<file path="config.mk">
export PLATFORM = sky130hd
export DESIGN_NAME = div_seq_ctrl
export DESIGN_NICKNAME = d
export VERILOG_FILES = /design/src/rtl/div_pkg.sv /design/src/rtl/div_seq_ctrl_cnt.sv /design/src/rtl/div_seq_ctrl.sv
export SDC_FILE = /design/constraint.sdc
export NUM_CORES = 1
export LEC_CHECK = 0
export CORE_UTILIZATION = 36
export CTS_CLUSTER_SIZE = 30
export DETAILED_ROUTE_END_ITERATION = 7
export PLACE_DENSITY = 0.78
export SLEW_MARGIN = 20
export SYNTH_ARGS = -nofsm -noshare
export SYNTH_HDL_FRONTEND = slang
export SYNTH_SLANG_ARGS = --single-unit
</file>
<file path="constraint.sdc">
create_clock -name clk -period 1.9 [get_ports clk]
set_input_delay 0.19 -clock clk [delete_from_list [all_inputs] [get_ports clk]]
set_output_delay 0.19 -clock clk [all_outputs]
set_load 0.01 [all_outputs]
</file>
<file path="src/rtl/div_pkg.sv">
// Shared types and constants for the signed 64/32 divider sequencer.
package div_pkg;

    typedef enum logic [2:0] {
        S_IDLE   = 3'd0,
        S_START  = 3'd1,
        S_SETTLE = 3'd2,
        S_WAIT   = 3'd3,
        S_DONE   = 3'd4
    } state_e;

    localparam logic [1:0] ERR_OK   = 2'b00;
    localparam logic [1:0] ERR_DIV0 = 2'b01;
    localparam logic [1:0] ERR_OVF  = 2'b10;
    localparam logic [1:0] ERR_TMO  = 2'b11;

    localparam logic [31:0] DIV0_QUO = 32'hFFFF_FFFF;

    // A 33-bit signed quotient fits in 32 bits only if its top two bits agree.
    function automatic logic quo_ovf(input logic [32:0] q);
        return q[32] ^ q[31];
    endfunction

endpackage

</file>
<file path="src/rtl/div_seq_ctrl_cnt.sv">
// Wait-cycle counter for the divider sequencer: clear, count, terminal flag.
module div_timeout_cnt #(
    parameter int CNT_W          = 6,
    parameter int TIMEOUT_CYCLES = 40
) (
    input  logic clk,
    input  logic rst,
    input  logic clr,
    input  logic en,
    output logic tc
);

    logic [CNT_W-1:0] cnt_q;
    logic [CNT_W-1:0] cnt_d;

    always_comb begin
        cnt_d = cnt_q;
        if (clr) begin
            cnt_d = '0;
        end else if (en) begin
            cnt_d = cnt_q + CNT_W'(1);
        end
    end

    always_ff @(posedge clk) begin
        if (rst) begin
            cnt_q <= '0;
        end else begin
            cnt_q <= cnt_d;
        end
    end

    assign tc = (cnt_q == CNT_W'(TIMEOUT_CYCLES - 1));

endmodule

</file>
<file path="src/rtl/div_seq_ctrl.sv">
// Request/result sequencer around the iterative signed 64/32 divider:
// screens divide-by-zero, starts the divider, checks overflow and timeout.
module div_seq_ctrl
    import div_pkg::*;
#(
    parameter int TAG_W          = 4,
    parameter int TIMEOUT_CYCLES = 40,
    parameter int CNT_W          = 6
) (
    input  logic             clk,
    input  logic             rst,
    input  logic             in_valid,
    output logic             in_ready,
    input  logic [63:0]      in_a,
    input  logic [31:0]      in_b,
    input  logic [TAG_W-1:0] in_tag,
    output logic             out_valid,
    input  logic             out_ready,
    output logic [31:0]      out_quo,
    output logic [31:0]      out_rem,
    output logic [1:0]       out_err,
    output logic [TAG_W-1:0] out_tag,
    output logic [63:0]      div_a,
    output logic [31:0]      div_b,
    output logic             div_start,
    input  logic [32:0]      div_quo,
    input  logic [31:0]      div_rem,
    input  logic             div_finish,
    output logic             busy
);

    state_e           state_q, state_d;
    logic [63:0]      a_q, a_d;
    logic [31:0]      b_q, b_d;
    logic [TAG_W-1:0] tag_q, tag_d;
    logic [31:0]      quo_q, quo_d;
    logic [31:0]      rem_q, rem_d;
    logic [1:0]       err_q, err_d;

    logic cnt_clr;
    logic cnt_en;
    logic cnt_tc;

    div_timeout_cnt #(
        .CNT_W          (CNT_W),
        .TIMEOUT_CYCLES (TIMEOUT_CYCLES)
    ) u_tmo (
        .clk (clk),
        .rst (rst),
        .clr (cnt_clr),
        .en  (cnt_en),
        .tc  (cnt_tc)
    );

    always_comb begin
        state_d = state_q;
        a_d     = a_q;
        b_d     = b_q;
        tag_d   = tag_q;
        quo_d   = quo_q;
        rem_d   = rem_q;
        err_d   = err_q;
        cnt_clr = 1'b0;
        cnt_en  = 1'b0;

        unique case (state_q)
            S_IDLE: begin
                if (in_valid) begin
                    a_d   = in_a;
                    b_d   = in_b;
                    tag_d = in_tag;
                    if (in_b == 32'd0) begin
                        quo_d   = DIV0_QUO;
                        rem_d   = in_a[31:0];
                        err_d   = ERR_DIV0;
                        state_d = S_DONE;
                    end else begin
                        state_d = S_START;
                    end
                end
            end
            S_START: begin
                cnt_clr = 1'b1;
                state_d = S_SETTLE;
            end
            // Finish may still be high from the previous operation here.
            S_SETTLE: begin
                state_d = S_WAIT;
            end
            S_WAIT: begin
                cnt_en = 1'b1;
                if (div_finish) begin
                    quo_d   = div_quo[31:0];
                    rem_d   = div_rem;
                    err_d   = quo_ovf(div_quo) ? ERR_OVF : ERR_OK;
                    state_d = S_DONE;
                end else if (cnt_tc) begin
                    quo_d   = '0;
                    rem_d   = '0;
                    err_d   = ERR_TMO;
                    state_d = S_DONE;
                end
            end
            S_DONE: begin
                if (out_ready) begin
                    state_d = S_IDLE;
                end
            end
            default: begin
                state_d = S_IDLE;
            end
        endcase
    end

    always_ff @(posedge clk) begin
        if (rst) begin
            state_q <= S_IDLE;
            a_q     <= '0;
            b_q     <= '0;
            tag_q   <= '0;
            quo_q   <= '0;
            rem_q   <= '0;
            err_q   <= ERR_OK;
        end else begin
            state_q <= state_d;
            a_q     <= a_d;
            b_q     <= b_d;
            tag_q   <= tag_d;
            quo_q   <= quo_d;
            rem_q   <= rem_d;
            err_q   <= err_d;
        end
    end

    assign in_ready  = (state_q == S_IDLE);
    assign out_valid = (state_q == S_DONE);
    assign div_start = (state_q == S_START);
    assign busy      = (state_q != S_IDLE);

    assign div_a   = a_q;
    assign div_b   = b_q;
    assign out_quo = quo_q;
    assign out_rem = rem_q;
    assign out_err = err_q;
    assign out_tag = tag_q;

endmodule

</file>
== Word-level counts from Yosys, hierarchy flattened ==
Cells that the tools add are included.

* Register bits after elaboration: 175
* Bits of input ports: 170
* Output and inout port bits: 170

* Add/subtract/negate cells: 1
* Eq/ne operators: 9
* Mux-type cells: 23
* Bitwise gates (word level): 1
* Reductions and logical operators: 8

{| class="wikitable"
|+ Operators with widths
! operator !! count
|-
| 32-bit 2-to-1 mux || 7
|-
| 32-bit one-hot mux with 2 select lines || 2
|-
| 32-bit zero test || 1
|-
| 3-bit 2-to-1 mux || 5
|-
| 3-bit one-hot mux with 5 select lines || 1
|-
| 2-bit 2-to-1 mux || 5
|-
| 6-bit by 1-bit adder with 6-bit output, second input constant || 1
|-
| 3-bit by 2-bit == test with 1-bit output, second input constant || 2
|-
| 6-bit == test, second input constant || 1
|-
| 2-bit by 1-bit inequality test with 1-bit output, second input constant || 2
|-
| 2-bit one-hot mux with 2 select lines || 1
|-
| 4-bit AND reduction || 1
|-
| 3-bit by 1-bit == test with 1-bit output, second input constant || 1
|-
| 3-bit == test, second input constant || 1
|-
| 3-bit zero test || 1
|-
| 3-bit inequality test, second input constant || 1
|-
| 3-bit AND reduction || 1
|-
| 3-bit nonzero test || 1
|-
| 1-bit 2-to-1 mux || 2
|-
| 2-bit inequality test, second input constant || 1
|-
| 2-bit AND reduction || 1
|-
| 2-bit nonzero test || 1
|-
| 2-bit OR reduction || 1
|-
| 1-bit bitwise XOR || 1
|}

== Depth between registers and ports, before layout ==
* Depth after elaboration: 4
* Mapped depth: 7

== By module ==
Synthesis repeated with hierarchy kept, for this count alone.

* Cell total of the unflattened synthesis: 907
* Area, all modules: 7558.5 µm²

{| class="wikitable"
|+ By module, submodules not included
! module !! instances !! cells an instance !! area an instance (µm²) !! sequential area each (µm²)
|-
| div_seq_ctrl || 1 || 879 || 7297.0 || 3383.2
|-
| div_timeout_cnt || 1 || 28 || 261.5 || 120.1
|}

== Worst setup path before layout ==
Ideal clock, no wire load.

* Path type: register to register
* From: register u_tmo.cnt_q[0]
* To: register rem_q[30], in the netlist out_rem[30]
* Arrival: 1.699 ns
* Required time: 1.830 ns
* Path slack: 0.131 ns
* Stages on the path, launching flop included: 8
* Path buffers: 1
* Clock period less this slack: 1.769 ns
* Path through: dfxtp_1 > ha_1 > nor4bb_1 > a21oi_1 > nor2_4 > nor3_2 > clkbuf_1 > o2bb2ai_1

* Cells in the longest elaborated chain, start to end: 3

{| class="wikitable"
|+ RTL lines
! item !! line !! RTL
|-
| start, declared || div_seq_ctrl_cnt.sv:13 || <nowiki>logic [CNT_W-1:0] cnt_q;</nowiki>
|-
| start signal, assigned || div_seq_ctrl_cnt.sv:29 || <nowiki>cnt_q <= cnt_d;</nowiki>
|-
| 6-bit == test || div_seq_ctrl_cnt.sv:33 || <nowiki>assign tc = (cnt_q == CNT_W'(TIMEOUT_CYCLES - 1));</nowiki>
|-
| 3-bit inequality test (no line) || - ||
|-
| 4-bit AND reduction (no line) || - ||
|-
| end signal, assigned || div_seq_ctrl.sv:130 || <nowiki>rem_q <= rem_d;</nowiki>
|-
| end, declared || div_seq_ctrl.sv:37 || <nowiki>logic [31:0] rem_q, rem_d;</nowiki>
|}

Every way passes these cells.
A chain may end at the register's enable or synchronous reset.

== Worst setup path after layout ==
* From: input port in_b[15]
* To: register rem_q[8], in the netlist out_rem[8]

* Cells in the longest elaborated chain, start to end: 3

{| class="wikitable"
|+ RTL lines
! item !! line !! RTL
|-
| start, declared || div_seq_ctrl.sv:15 || <nowiki>input logic [31:0] in_b,</nowiki>
|-
| 32-bit zero test || div_seq_ctrl.sv:72 || <nowiki>if (in_b == 32'd0) begin</nowiki>
|-
| 2-bit by 1-bit inequality test with 1-bit output (no line) || - ||
|-
| 4-bit AND reduction (no line) || - ||
|}

Every way passes these cells.

==> summary.txt <==
Logic synthesis
  • Average size of a mapped cell: approximately 8.3 sq um
  • Number of register bits inferred by synthesis: approximately 180
  • Post-synth EDFFs: 0
  • Syn Inst Count: 797
  • Post-synth top flop: dfxtp_1
  • Register area share after synthesis: approximately 53%
  • Post-synthesis cell area: approximately 6600 sq um
  • Async S/R FF share, synth: 0%
  • Post-synthesis cell type count: 28
  • Synth warn: 0
  • Post-Synthesis Net Count: about 970

Routing
  • Routed Antenna Nets: 0
  • WL final: ~23000 microns
  • Vias per cell: approximately 5
  • Drt pass-1 iters: 4
  • DRC viols: 0
  • Routed vias: ~7000
  • 1st-iter DRT viols: 281
  • Wire per inst: around 16 microns

Pwr
  • Peak supply drop: between 600 and 700 uV
  • Leakage power: 4.222 nW
  • Pwr Density: 830.3 nW/um^2

Cells and area
  • Fin area: 11200 sq um
  • Filler cells: about 1600
  • Core Util, Final: 62.32%
  • Fin nets: between 1000 and 1500
  • Share of layout cells above drive strength 1: 8.091%
  • Syn-to-layout area delta: 69.86%
  • Most frequent cells in the layout: 330 x clkdlybuf4s50_1, 237 x nand2_1, 173 x dfxtp_1
  • Most common cell after layout, fill and taps aside: clkdlybuf4s50_1

Hold path
  • Hold path startpoint: in_b[25]
  • Min-delay worst type: in -> reg

Floorplan
  • Core Box Area: roughly 18000 sq um
  • Io pins: between 300 and 400
  • Initial Utilization: between 30% and 40%
  • Die ar.: ~19000 sq um
  • Die H: ~140 microns
  • Die width: roughly 140 microns
  • Row cnt: 49

Clock tree
  • CTS root buffer: clkbuf_16
  • TritonCTS clock tree: built
  • Skew-Pair Late Insertion Delay: roughly 420 ps
  • Clk slew on worst S/H paths: around 70 ps
  • CTS Buffer Depth: 2
  • Number of buffers created by CTS: 17
  • # hold bufs at CTS: 0
  • Htree depth: 4
  • Clock tree sinks: ~180

Placement
  • Detail Placement HPWL: 15430 microns
  • GPL Wtd Cong: 0.7999
  • DP Area: roughly 10000 sq um
  • Port bufs: 339

Global routing
  • Gr busiest metal: met2
  • Number of global-route vias before repair: between 6000 and 7000
  • GRT met2 Usage: between 30 and 40%
  • GRT Util Overall: 22.70%
  • First-pass GRT wire length: 32940 microns
  • Antenna violations before repair: 2
  • Met3 Resource Use GR: 6.512%
  • Largest net degree at the start of global routing: around 100
  • Met1 Use GR: 26.38%
  • GR Overflow Total: 0

Setup path
  • Beginning of the critical path: in_b[15]
  • CP arrival: approximately 2100 ps
  • FF-to-FF Start: u_tmo.cnt_q[0]$_SDFFE_PP0N_
  • Crit path max fanout: 12
  • Crit path launch type: input pin
  • Worst EP required: between 2000 and 2500 ps
  • Crit Path Category: in -> reg
  • CP Capture Type: register

Run
  • # Max-Cap Violations: 0

STA
  • Slew Limit Fails: 0
  • Fin crit share: 96.79%
  • Slew @ Worst Pin: ~640 ps
  • Layout Skew: 14.51 ps
  • Worst slew margin: about 57%
  • Min cycle time layout: 1839 ps
  • Setup violators final: 0
  • Final Hold Fails: 0
  • Fmax: around 540 MHz

Status
  • Outcome: finished clean
## report_power, final
| part | internal [mW] | switching [mW] |
|---|---|---|
| logic | 0.876 | 0.728 |
| clock network | 2.16 | 1.57 |
| registers | 3.86 | 0.0973 |
## cells by family after synthesis
family | after synthesis | synth area share [%]
simple gates | 340 | 22.70
compound gates | 204 | 18.68
flops | 175 | 53.15
buf+inv | 71 | 4.480
xor+xnor | 6 | 0.7973
fa+ha+maj | 1 | 0.1898
## state kept, by name, indices dropped and copies added (netlist names)
signal,count
out_err,2
out_rem,32
u_tmo.cnt_q,6
div_b,32
out_quo,32
state_q,3
div_a,64
out_tag,4
## synth_stat cells, types with 2 or more instances
cell	count	area share, %
a21oi_1	136	10
xor2_1	4	0.53
nand2_1	238	14
clkbuf_1	54	3.1
o2bb2ai_1	32	4.3
dfxtp_1	175	53
a211oi_1	33	3.8
nor3_1	34	2.6
nand4_1	4	0.38
xnor2_1	2	0.27
buf_4	4	0.46
buf_2	11	0.84
or2_2	2	0.19
nor4_1	10	0.95
and2_1	2	0.19
nor3_4	2	0.49
inv_1	2	0.11
and3_1	33	3.1
nor2_1	10	0.57
## path summary, 6_finish.rpt
| check | to | slack, ps | cells past startpoint |
|---|---|---|---|
| max | out_rem[8]$_SDFFE_PP0P_ | 60 | 9 |
| min | div_b[25]$_SDFFE_PP0P_ | 70 | 3 |
| max reg2reg | out_rem[8]$_SDFFE_PP0P_ | 90 | 9 |
| min reg2reg | div_b[12]$_SDFFE_PP0P_ | 450 | 2 |
## metal layers
layer	vias to the layer above	share of wire, %
met2	238	50
li1	3390	-
met1	3177	40
met5	-	0
met4	0	2.2
met3	26	7.6
## worst max-delay path, stage by stage
cell	delay, ps
clkdlybuf4s50_1	440
nor4_2	360
nand4_1	250
nor3_4	280
buf_12	170
nor3_4	50
buf_12	130
buf_12	140
o2bb2ai_1	120
## timing repair
| action | in CTS | in global routing |
|---|---|---|
| gates resized for setup | 3 | 15 |
| buffers inserted | 2 | 3 |
| pin swaps | 3 | 9 |
| endpoints found under the setup margin | 36 | 69 |
| cloned | 1 | 1 |
## cell type report
cell class	count	area [sq um]	share of cell area, %
multi-input combinational	551	2868	25.61
clock buffer	18	439.2	3.923
inverter	2	7.507	0.06705
timing repair buffer	377	3890	34.75
sequential	175	3506	31.31
clock inverter	14	193.9	1.732
tap	229	286.5	2.559
antenna	2	5.005	0.04470
## per-stage QoR
stage | power, mW | hold slack [ps] | worst slack [ps] | std cells | setup TNS (ps)
global route | 9.725 | 55.15 | -1.910 | 1368 | -1.910
detailed placement | 5.623 | 445.4 | -394.6 | 1327 | -24280
global placement | 5.602 | 440.8 | -378.0 | 1327 | -24340
floorplan | 4.640 | 326.0 | 130.7 | 797 | 0
finish | 9.295 | 68.45 | 61.04 | 1368 | 0
CTS | 9.373 | 161.1 | 7.094 | 1362 | 0
(Power assumes the default switching activity.)
